`config.mk`:
```
export PLATFORM = sky130hd
export DESIGN_NAME = seu_rom_scanner
export DESIGN_NICKNAME = d
export VERILOG_FILES = /design/src/rtl/seu_pkg.sv /design/src/rtl/seu_sat_counter.sv /design/src/rtl/seu_rom_scanner.sv
export SDC_FILE = /design/constraint.sdc
export NUM_CORES = 1
export LEC_CHECK = 0
export ABC_CLOCK_PERIOD_IN_PS = 3400
export BUFFER_PORTS_ARGS = -buffer_cell sky130_fd_sc_hd__buf_2
export CAP_MARGIN = 40
export CORE_ASPECT_RATIO = 0.75
export CORE_MARGIN = 1
export CORE_UTILIZATION = 54
export CTS_BUF_LIST = sky130_fd_sc_hd__clkbuf_16
export CTS_CLUSTER_DIAMETER = 40
export DETAILED_ROUTE_END_ITERATION = 16
export PLACE_DENSITY = 0.79
export SYNTH_ARGS = -nofsm -noshare
export SYNTH_HDL_FRONTEND = slang
export SYNTH_HIERARCHICAL = 1
export SYNTH_SLANG_ARGS = --single-unit
```
`constraint.sdc`:
```
create_clock -name clk -period 3.4 [get_ports clk]
set_clock_uncertainty 0.1 [all_clocks]
set_input_delay 0.17 -clock clk [delete_from_list [all_inputs] [get_ports clk]]
set_output_delay 0.17 -clock clk [all_outputs]
set_load 0.005 [all_outputs]
```
`src/rtl/seu_pkg.sv`:
```
// Shared definitions for the SEU ROM read-back scrubber: scan states,
// default geometry and the golden-value rule used by ROM init and checkers.
package seu_pkg;

  typedef enum logic [1:0] {
    ST_IDLE  = 2'd0,
    ST_SCAN  = 2'd1,
    ST_DRAIN = 2'd2
  } seu_state_t;

  localparam int SEU_ADDR_W = 4;
  localparam int SEU_DATA_W = 8;

  // Golden content: every word holds its own address.
  function automatic logic [31:0] seu_expected(input logic [31:0] addr);
    return addr;
  endfunction

endpackage

```
`src/rtl/seu_sat_counter.sv`:
```
// Saturating up-counter with synchronous clear; clear beats increment.
module seu_sat_counter #(
  parameter int W = 16
) (
  input  logic         clk,
  input  logic         rst,
  input  logic         inc,
  input  logic         clr,
  output logic [W-1:0] count
);

  always_ff @(posedge clk or posedge rst) begin
    if (rst) begin
      count <= '0;
    end else if (clr) begin
      count <= '0;
    end else if (inc && (count != {W{1'b1}})) begin
      count <= count + 1'b1;
    end
  end

endmodule

```
`src/rtl/seu_rom_scanner.sv`:
```
// Sweeps the SEU test ROM, compares each registered read-back word with its
// golden value and records mismatch statistics for the control logic.
module seu_rom_scanner
  import seu_pkg::*;
#(
  parameter int ADDR_W = SEU_ADDR_W,
  parameter int DATA_W = SEU_DATA_W,
  parameter int CNT_W  = 16
) (
  input  logic              clk,
  input  logic              rst,
  input  logic              start,
  input  logic              continuous,
  input  logic              stop,
  input  logic              clear,
  output logic              rom_read,
  output logic [ADDR_W-1:0] rom_addr,
  input  logic [DATA_W-1:0] rom_data,
  output logic              busy,
  output logic              done,
  output logic              err_flag,
  output logic [CNT_W-1:0]  err_cnt,
  output logic [CNT_W-1:0]  pass_cnt,
  output logic [ADDR_W-1:0] last_err_addr,
  output logic [DATA_W-1:0] last_err_data
);

  localparam logic [ADDR_W-1:0] LAST_ADDR = {ADDR_W{1'b1}};

  seu_state_t        state, state_next;
  logic              cont_mode;
  logic              stop_seen;
  logic              cmp_valid;
  logic [ADDR_W-1:0] cmp_addr;
  logic [DATA_W-1:0] expected;
  logic              mismatch;

  always_comb begin
    state_next = state;
    unique case (state)
      ST_IDLE:  if (start) state_next = ST_SCAN;
      ST_SCAN:  if (rom_addr == LAST_ADDR) state_next = ST_DRAIN;
      ST_DRAIN: state_next = (cont_mode && !stop_seen && !stop) ? ST_SCAN : ST_IDLE;
      default:  state_next = ST_IDLE;
    endcase
  end

  always_ff @(posedge clk or posedge rst) begin
    if (rst) begin
      state     <= ST_IDLE;
      rom_read  <= 1'b0;
      rom_addr  <= '0;
      busy      <= 1'b0;
      done      <= 1'b0;
      cont_mode <= 1'b0;
      stop_seen <= 1'b0;
      cmp_valid <= 1'b0;
      cmp_addr  <= '0;
    end else begin
      state    <= state_next;
      rom_read <= (state_next == ST_SCAN);
      rom_addr <= (state == ST_SCAN && state_next == ST_SCAN) ? rom_addr + 1'b1 : '0;
      busy     <= (state_next != ST_IDLE);
      done     <= (state == ST_DRAIN) && (state_next == ST_IDLE);
      // A stop arriving with start in IDLE degrades the request to one pass.
      if (state == ST_IDLE && start) begin
        cont_mode <= continuous && !stop;
        stop_seen <= 1'b0;
      end else if (state != ST_IDLE && stop) begin
        stop_seen <= 1'b1;
      end
      cmp_valid <= rom_read;
      cmp_addr  <= rom_addr;
    end
  end

  assign expected = DATA_W'(seu_expected(32'(cmp_addr)));
  assign mismatch = cmp_valid && (rom_data != expected);

  always_ff @(posedge clk or posedge rst) begin
    if (rst) begin
      pass_cnt      <= '0;
      err_flag      <= 1'b0;
      last_err_addr <= '0;
      last_err_data <= '0;
    end else if (clear) begin
      pass_cnt      <= '0;
      err_flag      <= 1'b0;
      last_err_addr <= '0;
      last_err_data <= '0;
    end else begin
      if (state == ST_DRAIN) pass_cnt <= pass_cnt + 1'b1;
      if (mismatch) begin
        err_flag      <= 1'b1;
        last_err_addr <= cmp_addr;
        last_err_data <= rom_data;
      end
    end
  end

  seu_sat_counter #(.W(CNT_W)) u_err_cnt (
    .clk   (clk),
    .rst   (rst),
    .inc   (mismatch),
    .clr   (clear),
    .count (err_cnt)
  );

endmodule

```
# ---- Word-level counts from Yosys, hierarchy flattened
# Index checks and enable logic that the tools add are counted.
dict set report classes {
  n_addsub 3
  eq_ne 6
  muxes 17
  n_reduce_logical 19
}
# op n
set ops {}
lappend ops {{$mux W16} 4}
lappend ops {{$add A16 B1 Y16 const B} 2}
lappend ops {{$mux W8} 2}
lappend ops {{$ne A16 B16 Y1 const B} 1}
lappend ops {{$mux W4} 3}
lappend ops {{$reduce_bool A2 Y1} 6}
lappend ops {{$logic_and A1 B1 Y1} 9}
lappend ops {{$ne A8 B4 Y1} 1}
lappend ops {{$pmux W2 S3} 1}
lappend ops {{$mux W1} 5}
lappend ops {{$add A4 B1 Y4 const B} 1}
lappend ops {{$eq A2 B1 Y1 const B} 2}
lappend ops {{$eq A4 B4 Y1 const B} 1}
lappend ops {{$logic_not A2 Y1} 2}
lappend ops {{$mux W2} 2}
lappend ops {{$eq A2 B2 Y1 const B} 1}
lappend ops {{$logic_not A1 Y1} 2}
dict set report totals {
  ff_bits 61
  inputBits 14
  output_inout_bits 52
  elab_cells 59
}

# ---- Longest topological paths before layout
# Gate-level depths: netlist (run 1).
dict set report logic_depth {
  word_depth 8
  depth_mapped 10
  ltp_nobuf 8
}

# ---- Cells and area by module
# The synthesis (run 1) kept the hierarchy.
# module n_inst cells_each area_each_um2 seq_area_each_um2
set modules_own_cells {}
lappend modules_own_cells {seu_rom_scanner 1 217 2193.4 1126.1}
lappend modules_own_cells {seu_sat_counter 1 101 932.1 400.4}

# ---- Least setup slack after synthesis (run 1)
# No wires, ideal clock.
dict set report synth_timing {
  path_kind {reg2reg}
  start {reg cmp_addr[1]}
  end {reg u_err_cnt.count[13]}
  setup_ns 0.078
  t_arrival_ns 2.265
  required_ns 3.222
  path_slack_ns 0.957
  path_stages_with_launch 11
  n_path_buf 2
  period_less_slack_ns 2.443
  cell_sequence {dfrtp_1 xor2_1 or2_1 buf_6 o21ai_0 inv_1 clkbuf_2 nand3_1 or4_4 or4_1 a21oi_1}
}
dict set report synth_via {
  elab_chain_cells 4
}
# element line_no
set synth_rtl {}
lappend synth_rtl {{start, declared} seu_rom_scanner.sv:34} ;# logic [ADDR_W-1:0] cmp_addr;
lappend synth_rtl {{start signal, assigned} seu_rom_scanner.sv:73} ;# cmp_addr <= rom_addr;
lappend synth_rtl {{$ne A8 B4 Y1} seu_rom_scanner.sv:78} ;# assign mismatch = cmp_valid && (rom_data != expected);
lappend synth_rtl {{$logic_and A1 B1 Y1} seu_rom_scanner.sv:78}
lappend synth_rtl {{named net mismatch} seu_rom_scanner.sv:36} ;# logic mismatch;
lappend synth_rtl {{$logic_and A1 B1 Y1} seu_sat_counter.sv:17} ;# end else if (inc && (count != {W{1'b1}})) begin
lappend synth_rtl {{$reduce_bool A2 Y1 (no source line)} -}
lappend synth_rtl {{end signal, assigned} seu_sat_counter.sv:18} ;# count <= count + 1'b1;
lappend synth_rtl {{end, declared} seu_sat_counter.sv:9} ;# output logic [W-1:0] count
# The timed path passes the listed nets, and every way through them passes these cells.
# A chain may end at the register's enable or synchronous reset.

# ---- Worst setup path in the final report (run 1)
# Same ends and word-level chain as after synthesis.

==> impl_metrics.tcl, run 1 <==
set metrics [dict create \
    path_max_fanout 9 \
    grtUsageTotal_pct 25.0 \
    ys.flop_type "dfrtp_1" \
    relSlewSlack_pct 54.0 \
    grt_first_pass_wirelength_um 11700 \
    synth_cell_types 46 \
    drive_gt1_share_pct 24.8 \
    synth_edf_count 0 \
    dp_hpwl_um 4950 \
    p_leak_nw 1.76 \
    hold_class "in2reg" \
    status "finished, final reports clean" \
    final_common_cell "buf_2" \
    drt_iter0_drc 209 \
    synth_nets 335 \
    die_area_um2 6100 \
    worstSetupPathType "reg2reg" \
    yosys_warnings 6 \
    drtPass1Iterations 4 \
    wl_um 7200 \
    vias_per_cell 5.80 \
    hold_violations 0 \
    antenna_found_initial 0 \
    die_y_um 67.9 \
    cts_sinks 61 \
    syn_area_per_cell_um2 9.83 \
    io_buffer_count 65 \
    cts_max_level 3 \
    diodes 0 \
    grt_pass1_vias 2379 \
    ys_seq_elements 61 \
    yosys-top-cells-area "dfrtp_1 49%, a21oi_1 3.4%, nand3_1 3.2%, nand2_1 2.8%, nor2_1 2.8%" \
    synthCells 318 \
    cp.arrival_ns 2.90 \
    finalCritPeriodShare_pct 81.2 \
    mostFrequentLayoutCells "65 x buf_2, 61 x dfrtp_1, 23 x nor2_1, 23 x nand2_1, 21 x a21oi_1" \
    rsz0062_at_grt "false" \
    start_util_pct 57.2 \
    dp_slack_ns 0.687 \
    cts-buffers-inserted 9 \
    num_vias 2704 \
    startpoint_type "flip-flop" \
    root_buffer "clkbuf_16" \
    cap_violations 0 \
    cp_data_required_time_ns 3.54 \
    yosysTopAreaCellShare_pct 48.8 \
    yosysTopAreaCell "dfrtp_1" \
    drc 0 \
    cts_setup_buffers 0 \
    tns_ns 0 \
    clk_path_buf_depth 2 \
    fillerInstances 446 \
    netlist_area_um2 3130 \
    drv_slew 0 \
    async_flop_share_pct 100 \
    antenna_left 0 \
    finalSetupViolations 0 \
    seq_area_frac_synth_pct 48.8 \
    power_density_nw_per_um2 612 \
    cts_tree "built" \
    die_w_um 89.9 \
    grt_max_degree 49 \
    grt_overflow_total 0 \
    ir_drop_v 0.000538 \
    endpoint_kind "flip-flop" \
    max_clock_freq_mhz 362 \
    tightest_slew_ns 0.684 \
    nNetsFinal 403 \
    post_drt_wl_per_cell_um 15.5 \
    syn_to_final_growth_pct 23.1 \
    clk_pin_slew_ns 0.05 \
    num_rows 23 \
    boundaryPins 66 \
    clk_latency_ns 0.32 \
    instances_no_fill 466 \
    dp_cells 448 \
    coreArea_um2 5470 \
    routabilityCongestion 0.819 \
    fin_ws_ns 0.640 \
    period_minus_slack_ns 2.76 \
]
==> cells by family (layout without fill, tap and decap cells) <==
kind of cell / after synthesis / after routing / share of synthesized area (%)
AO/OA/AOI/OAI: 59 / 59 / 12.3
XOR/XNOR: 15 / 15 / 4.20
adder cells (fa/ha/maj): 3 / 3 / 1.20
buffers and inverters: 27 / 100 / 3.80
flip-flops: 61 / 61 / 48.8
multiplexers: 7 / 7 / 2.40
AND/OR/NAND/NOR: 146 / 146 / 27.3
==> power by group <==
| group | switching [mW] | total, mW | internal (mW) |
|---|---|---|---|
| combinational | 0.266 | 0.486 | 0.220 |
| sequential | 0.133 | 0.993 | 0.860 |
| clock | 0.314 | 0.874 | 0.561 |
| total | 0.713 | 2.35 | 1.64 |
==> cell type report <==
cell class | count | area [um^2] | share of cell area [%]
sequential | 61 | 1530 | 39.7
multi-input combinational | 230 | 1480 | 38.5
timing repair buffer | 71 | 408 | 10.6
clock buffer | 9 | 225 | 5.85
tap | 75 | 93.8 | 2.44
clock inverter | 7 | 66.3 | 1.72
inverter | 13 | 48.8 | 1.27
==> worst paths after layout <==
path	slack (ns)	from	endpoint	cells after the start
hold reg to reg	0.30	rom_read$_DFF_PP0_	cmp_valid$_DFF_PP0_	0
setup reg to reg	0.64	cmp_addr[1]$_DFF_PP0_	u_err_cnt/count[13]$_DFFE_PP0P_	8
hold / removal	0.02	rom_data[7]	last_err_data[7]$_DFFE_PP0P_	3
setup / recovery	0.64	cmp_addr[1]$_DFF_PP0_	u_err_cnt/count[13]$_DFFE_PP0P_	8
max in group asynchronous	2.29	rst	pass_cnt[15]$_DFFE_PP0P_	5
min in group asynchronous	0.24	rst	last_err_addr[3]$_DFFE_PP0P_	3
==> flip-flops by register name, indices dropped and copies added (netlist names) <==
| register | flops |
|---|---|
| done | 1 |
| state | 2 |
| pass_cnt | 16 |
| rom_read | 1 |
| cont_mode | 1 |
| last_err_data | 8 |
| last_err_addr | 4 |
| stop_seen | 1 |
| cmp_valid | 1 |
| cmp_addr | 4 |
| u_err_cnt/count | 16 |
| busy | 1 |
| err_flag | 1 |
| rom_addr | 4 |
==> worst max-delay path, stage by stage (launching register included) <==
cell and delay [ns]:
dfrtp_1 0.40, xor2_1 0.21, or2_1 0.28, o21ai_0 0.18, inv_1 0.22, nand3_1 0.22
or4_4 0.49, or4_1 0.42, a21oi_1 0.16
==> layer usage <==
layer | share of wire (%) | global-route usage (%)
met1 | 48 | 34.9
met2 | 45 | 37.7
met3 | 6.4 | 7.78
met4 | 0.49 | 7.86
met5 | 0 | 0
==> synth_stat cells (6+ instances only) <==
master     n
xnor2_1    6
nand3_1   20
nor2_1    23
or3_1     11
dfrtp_1   61
nand4b_1   6
nand2b_1   8
o21ai_0   13
or4_1      7
inv_1     13
clkbuf_1  10
nor2b_1    7
nand2_1   23
xor2_1     9
a21oi_1   21
nand4_1    7
o31ai_1    7
==> repair_timing <==
item | in CTS | in global routing
gates resized for setup | 0 | 0
hold buffers | 2 | 0
hold endpoints to repair | 46 | 0
==> metrics by stage <==
stage	hold WS, ns	power (mW)	util, %	cell area (um^2)
after floorplan	-0.0163	1.28	-	3130
after global placement	0.197	1.45	63.8	3490
after detailed placement	0.0330	1.48	64.7	3540
after CTS	0.0165	2.37	70.4	3850
after global routing	0.0263	2.47	70.4	3850
final	0.0229	2.35	70.4	3850
Note: power is estimated with default switching activity, not from simulation.
==> inputs of run 2 (changes only) <==
- ABC_CLOCK_PERIOD_IN_PS: 3400 -> 2400
- CORE_UTILIZATION: 54 -> 49
- PLACE_DENSITY: 0.79 -> 0.76
- clock period: 3.4 -> 2.4 ns (I/O delays scaled with it)
==> run 2 against run 1 <==
Net effect:
- critical path depth rose by 1
- global-route usage fell by 0.63 points
- die area up 9.9%
- hold slack better by 0.0055 ns
- final cell count is 3.4% higher
- sequential share of layout area is 1.2 points lower
- largest cell class unchanged
==> impl_metrics.tcl, run 2 (synthesis results as in run 1) <==
set metrics [dict create \
    status "finished, final reports clean" \
    tightest_slew_ns 0.641 \
    drtPass1Iterations 5 \
    p_sw_mw 1.02 \
    drv_slew 0 \
    boundaryPins 66 \
    grt_overflow_total 0 \
    cp_data_required_time_ns 2.51 \
    route.met2.wl_um 3380 \
    combPwrFrac_pct 21.0 \
    die_w_um 94.2 \
    start_util_pct 52.3 \
    post_drt_wl_per_cell_um 15.4 \
    cpMaxStageDelayCell "dlygate4sd3_1" \
    dr.max_layer_used "met4" \
    drt_iter0_drc 125 \
    root_buffer "clkbuf_16" \
    p_leak_nw 1.82 \
    cts_max_level 3 \
    antenna_left 0 \
    finalCritPeriodShare_pct 94.7 \
    syn_to_final_growth_pct 27.0 \
    hold_violations 0 \
    mostFrequentLayoutCells "65 x buf_2, 61 x dfrtp_1, 23 x nor2_1" \
    wl_met3_um 428 \
    cap_violations 0 \
    vias_per_cell 5.79 \
    clk_pin_slew_ns 0.05 \
    p_sw_share_pct 29.4 \
    max_clock_freq_mhz 440 \
    relSlewSlack_pct 57.2 \
    drive_gt1_share_pct 26.5 \
    placed_cell_area_um2 3570 \
    reg2reg_depth 9 \
    startpoint_type "input port" \
    grt_pass1_vias 2601 \
    cts_setup_buffers 0 \
    endpoint_kind "flip-flop" \
    nNetsFinal 417 \
    cts-buffers-inserted 9 \
    rr_endpoint "u_err_cnt/count[12]$_DFFE_PP0P_" \
    coreArea_um2 5980 \
    diodes 0 \
    crit_path_cell_trace "dlygate4sd3_1 -> buf_2 -> or4_4 -> or2_1 -> o21ai_1 -> inv_1 -> buf_4 -> nor2b_1 -> mux2_2" \
    clk_latency_ns 0.33 \
    wl_um 7430 \
    timing.rr.start "cmp_addr[1]$_DFF_PP0_" \
    period_minus_slack_ns 2.27 \
    num_vias 2793 \
    grt_max_degree 32 \
    tns_ns 0 \
    fillerInstances 450 \
    rsz0062_at_grt "false" \
    dp_hpwl_um 4990 \
    die_y_um 71.2 \
    clk_path_buf_depth 2 \
    finalPower_mw 3.47 \
    power_density_nw_per_um2 875 \
    grtUsageTotal_pct 24.3 \
    ir_drop_v 0.000459 \
    critPathLaunch "rom_data[7]" \
    p_clk_share_pct 38.8 \
    worstSetupPathType "in2reg" \
    drc 0 \
    rrSetupSlack_ns 0.16 \
    cts_tree "built" \
    die_area_um2 6710 \
    p_int_mw 2.45 \
    largestRegisters "pass_cnt x16, u_err_cnt/count x16, last_err_data x8" \
    met1_length_um 3480 \
    path_max_fanout 7 \
    antenna_found_initial 0 \
    io_buffer_count 65 \
    cts_sinks 61 \
    grt_first_pass_wirelength_um 12500 \
    cp.arrival_ns 2.38 \
    seq_power_share_pct 40.2 \
    cp_slowest_stage_delay_ns 0.53 \
    final_cell_area_um2 3970 \
    final_common_cell "buf_2" \
    hold_class "in2reg" \
    endpoint "u_err_cnt/count[0]$_DFFE_PP0P_" \
    num_rows 24 \
    finalSetupViolations 0 \
    routabilityCongestion 0.801 \
]
run 2: worst min path at each step:
stage,cells after the start,from,to,slack [ns]
after detailed placement,2,rst,err_flag$_DFFE_PP0P_,-0.04
final,3,rom_data[5],last_err_data[5]$_DFFE_PP0P_,0.03
after global routing,3,rom_data[6],last_err_data[6]$_DFFE_PP0P_,0.04
after global placement,2,rst,last_err_addr[1]$_DFFE_PP0P_,-0.05
after CTS,3,rom_data[5],last_err_data[5]$_DFFE_PP0P_,0.02
after floorplan,1,rst,u_err_cnt/count[0]$_DFFE_PP0P_,-0.07
run 2: layer usage:
metal,vias up,GRT usage [%]
li1,1334,-
met1,1355,33.1
met2,90,36.2
met3,14,7.63
met4,0,9.74
met5,-,0
run 2: repair_timing:
item | CTS | global route
hold endpoints to repair | 69 | 0
setup endpoints to repair | 0 | 9
hold buffers | 8 | 0
resized for setup | 0 | 3
run 2: final cells by class:
class	instances	area [um^2]	share of cell area, %
clock buffers	9	225	5.67
clock inverters	6	80.1	2.02
inverters	13	48.8	1.23
multi-input cells	230	1500	37.7
flip-flops and latches	61	1530	38.5
well taps	78	97.6	2.46
repair buffers	85	495	12.5
run 2: power by group through the flow:
stage	Combinational [mW]	Clock (mW)	Sequential, mW
final	0.730	1.35	1.40
after detailed placement	0.714	0	1.41
after global routing	0.820	1.42	1.42
after global placement	0.691	0	1.40
after CTS	0.728	1.36	1.39
after floorplan	0.442	0	1.37
run 2: worst max-delay path, delay by kind of cell:
kind / cells / cell delay, ns
mux: 1 / 0.27
simple gates: 3 / 0.85
buf+inv: 4 / 0.93
compound gates: 1 / 0.21
run 2: metrics by stage:
stage | hold slack, ns | setup slack, ns | std cells | utilization, %
after floorplan | -0.0663 | 0.0139 | 318 | -
after global placement | -0.0455 | 0.246 | 459 | 59.8
final | 0.0283 | 0.128 | 482 | 66.4
after CTS | 0.0172 | 0.0317 | 482 | 66.2
after detailed placement | -0.0418 | 0.148 | 459 | 59.8
after global routing | 0.0430 | 0.0149 | 482 | 66.4
==> inputs of run 3 (changes only) <==
- REMOVE_ABC_BUFFERS: default -> 1
==> run 3 against run 2 <==
Net effect:
- maximum frequency is 0.28% lower
- via count barely moved
- total power is 4.8% lower
- hold slack improved by 0.0068 ns
- highest routed layer unchanged
- sequential share of layout area increased by 0.28 points
- largest cell class unchanged
- sequential cell count stayed put
- count of clock-buffer cells in the layout is the same
- register-to-register slack lost 0.04 ns
- non-clock buffer count down 1
- setup slack lost 0.0064 ns
- final cell count is the same
- core utilization down 0.48 points
==> impl_metrics.tcl, run 3 (synthesis results as in run 1) <==
set metrics [dict create \
    cp.arrival_ns 2.43 \
    mostFrequentLayoutCells "65 x buf_2, 61 x dfrtp_1, 23 x nor2_1, 23 x nand2_1, 21 x a21oi_1" \
    p_leak_nw 1.80 \
    grt_pass1_vias 2525 \
    hold_violations 0 \
    tightest_slew_ns 0.669 \
    rrSetupSlack_ns 0.12 \
    finalCritPeriodShare_pct 94.9 \
    num_vias 2791 \
    path_delay_family "simple AND/OR/NAND/NOR gates" \
    cts_tree "built" \
    vias_per_cell 5.79 \
    start_util_pct 52.3 \
    wl_um 7340 \
    status "finished, final reports clean" \
    drive_gt1_share_pct 26.5 \
    drt_iter0_drc 165 \
    p_clk_share_pct 35.7 \
    cts_setup_buffers 0 \
    coreArea_um2 5980 \
    hold_class "in2reg" \
    boundaryPins 66 \
    grt_max_degree 41 \
    post_drt_wl_per_cell_um 15.2 \
    antenna_left 0 \
    finalSetupViolations 0 \
    hp-start "rom_data[4]" \
    nNetsFinal 416 \
    power_density_nw_per_um2 839 \
    worstHoldPathCells 3 \
    drtPass1Iterations 6 \
    clk_path_buf_depth 2 \
    grtUsageTotal_pct 23.5 \
    cp_slowest_stage_delay_ns 0.48 \
    timing.rr.start "cmp_addr[1]$_DFF_PP0_" \
    holdPathEnd "last_err_data[4]$_DFFE_PP0P_" \
    dp_cells 457 \
    largestRegisters "pass_cnt x16, u_err_cnt/count x16, last_err_data x8" \
    clk_latency_ns 0.33 \
    startpoint_type "flip-flop" \
    die_y_um 71.2 \
    fillerInstances 495 \
    cp_data_required_time_ns 2.55 \
    combPwrFrac_pct 22.4 \
    cts-buffers-inserted 9 \
    endpoint_kind "flip-flop" \
    rsz0062_at_grt "false" \
    num_rows 24 \
    worstSetupPathType "reg2reg" \
    grt_overflow_total 0 \
    die_w_um 94.2 \
    path_buf_inv 1 \
    crit_path_cell_trace "xor2_2 -> or2_1 -> o21ai_1 -> inv_1 -> nand3_1 -> or4_4 -> or4_1 -> a21oi_1" \
    p_sw_mw 1.04 \
    path_max_fanout 6 \
    cts_max_level 3 \
    grt_first_pass_wirelength_um 12100 \
    max_clock_freq_mhz 439 \
    final_common_cell "buf_2" \
    relSlewSlack_pct 55.4 \
    cpMaxStageDelayCell "or4_4" \
    p_int_mw 2.26 \
    syn_to_final_growth_pct 26.1 \
    rr_endpoint "u_err_cnt/count[13]$_DFFE_PP0P_" \
    p_sw_share_pct 31.6 \
    fin_hold_ws_ns 0.0352 \
    antenna_found_initial 0 \
    cap_violations 0 \
    drv_slew 0 \
    instances_no_fill 482 \
    clk_pin_slew_ns 0.06 \
    io_buffer_count 65 \
    period_minus_slack_ns 2.28 \
    ir_drop_v 0.000461 \
    diodes 0 \
    die_area_um2 6710 \
    routabilityCongestion 0.845 \
    seq_power_share_pct 42.0 \
    drc 0 \
    dp_hpwl_um 4870 \
    cts_sinks 61 \
    reg2reg_depth 8 \
    root_buffer "clkbuf_16" \
]
-- run 3: cell types whose count changed in the layout (fill, tap and decap cells not counted), moves of 2 or more --
cell | before | now
bufinv_16 | 2 | 0
clkinv_4 | 0 | 2
clkinv_1 | 2 | 0
buf_4 | 12 | 9
-- run 3: worst register-to-register path, delay by kind of cell (launching register included) --
kind,cells,cell delay (ns)
AOI/OAI and AO/OA,2,0.25
and+or+nand+nor,4,1.16
DFF,1,0.41
xor gates and xnor gates,1,0.20
buffers and inverters,1,0.09
-- run 3: final cells by class --
type | count | area [um^2] | area share (%)
repair buffers | 84 | 503 | 12.8
multi-input cells | 230 | 1490 | 37.8
flip-flops and latches | 61 | 1530 | 38.7
inverters | 13 | 48.8 | 1.24
clock inverters | 7 | 51.3 | 1.30
well taps | 78 | 97.6 | 2.48
clock buffers | 9 | 225 | 5.72
-- run 3: worst max-delay path by stage --
| stage | cells past startpoint | slack [ns] | startpoint | to |
|---|---|---|---|---|
| 2_1_floorplan | 8 | -0.03 | cmp_addr[1]$_DFF_PP0_ | u_err_cnt/count[13]$_DFFE_PP0P_ |
| 3_3_place_gp | 8 | 0.19 | cmp_addr[1]$_DFF_PP0_ | u_err_cnt/count[13]$_DFFE_PP0P_ |
| 3_5_place_dp | 8 | 0.13 | cmp_addr[1]$_DFF_PP0_ | u_err_cnt/count[13]$_DFFE_PP0P_ |
| 4_1_cts | 10 | 0.06 | rom_data[7] | u_err_cnt/count[2]$_DFFE_PP0P_ |
| 5_1_grt | 8 | 0.002 | cmp_addr[1]$_DFF_PP0_ | u_err_cnt/count[13]$_DFFE_PP0P_ |
| 6_report | 8 | 0.12 | cmp_addr[1]$_DFF_PP0_ | u_err_cnt/count[13]$_DFFE_PP0P_ |
-- run 3: power groups by stage --
stage	logic [mW]	clock network [mW]	registers, mW
3_3_place_gp	0.690	0	1.39
2_1_floorplan	0.384	0	1.40
5_1_grt	0.841	1.24	1.41
3_5_place_dp	0.716	0	1.40
6_report	0.740	1.18	1.39
4_1_cts	0.742	1.19	1.38
-- run 3: routing by layer --
layer / track usage, % / wire length (um) / vias to the layer above
li1: - / - / 1332
met1: 31.9 / 3420 / 1346
met2: 36.4 / 3350 / 101
met3: 7.74 / 491 / 12
met4: 5.81 / 83 / 0
met5: 0 / 0 / -
-- run 3: through the flow --
stage,utilization [%],area [um^2],power [mW],setup slack [ns],TNS [ns]
2_1_floorplan,-,3060,1.78,-0.0331,-0.0331
3_3_place_gp,59.3,3550,2.08,0.193,0
3_5_place_dp,59.7,3570,2.12,0.127,0
4_1_cts,65.8,3930,3.32,0.0569,0
5_1_grt,65.9,3940,3.49,0.00186,0
6_report,65.9,3940,3.31,0.122,0
-- run 3: timing repair --
item	CTS	global route
endpoints found under the hold margin	68	0
setup endpoints to repair	0	8
gates resized for setup	0	2
hold buffers	9	0
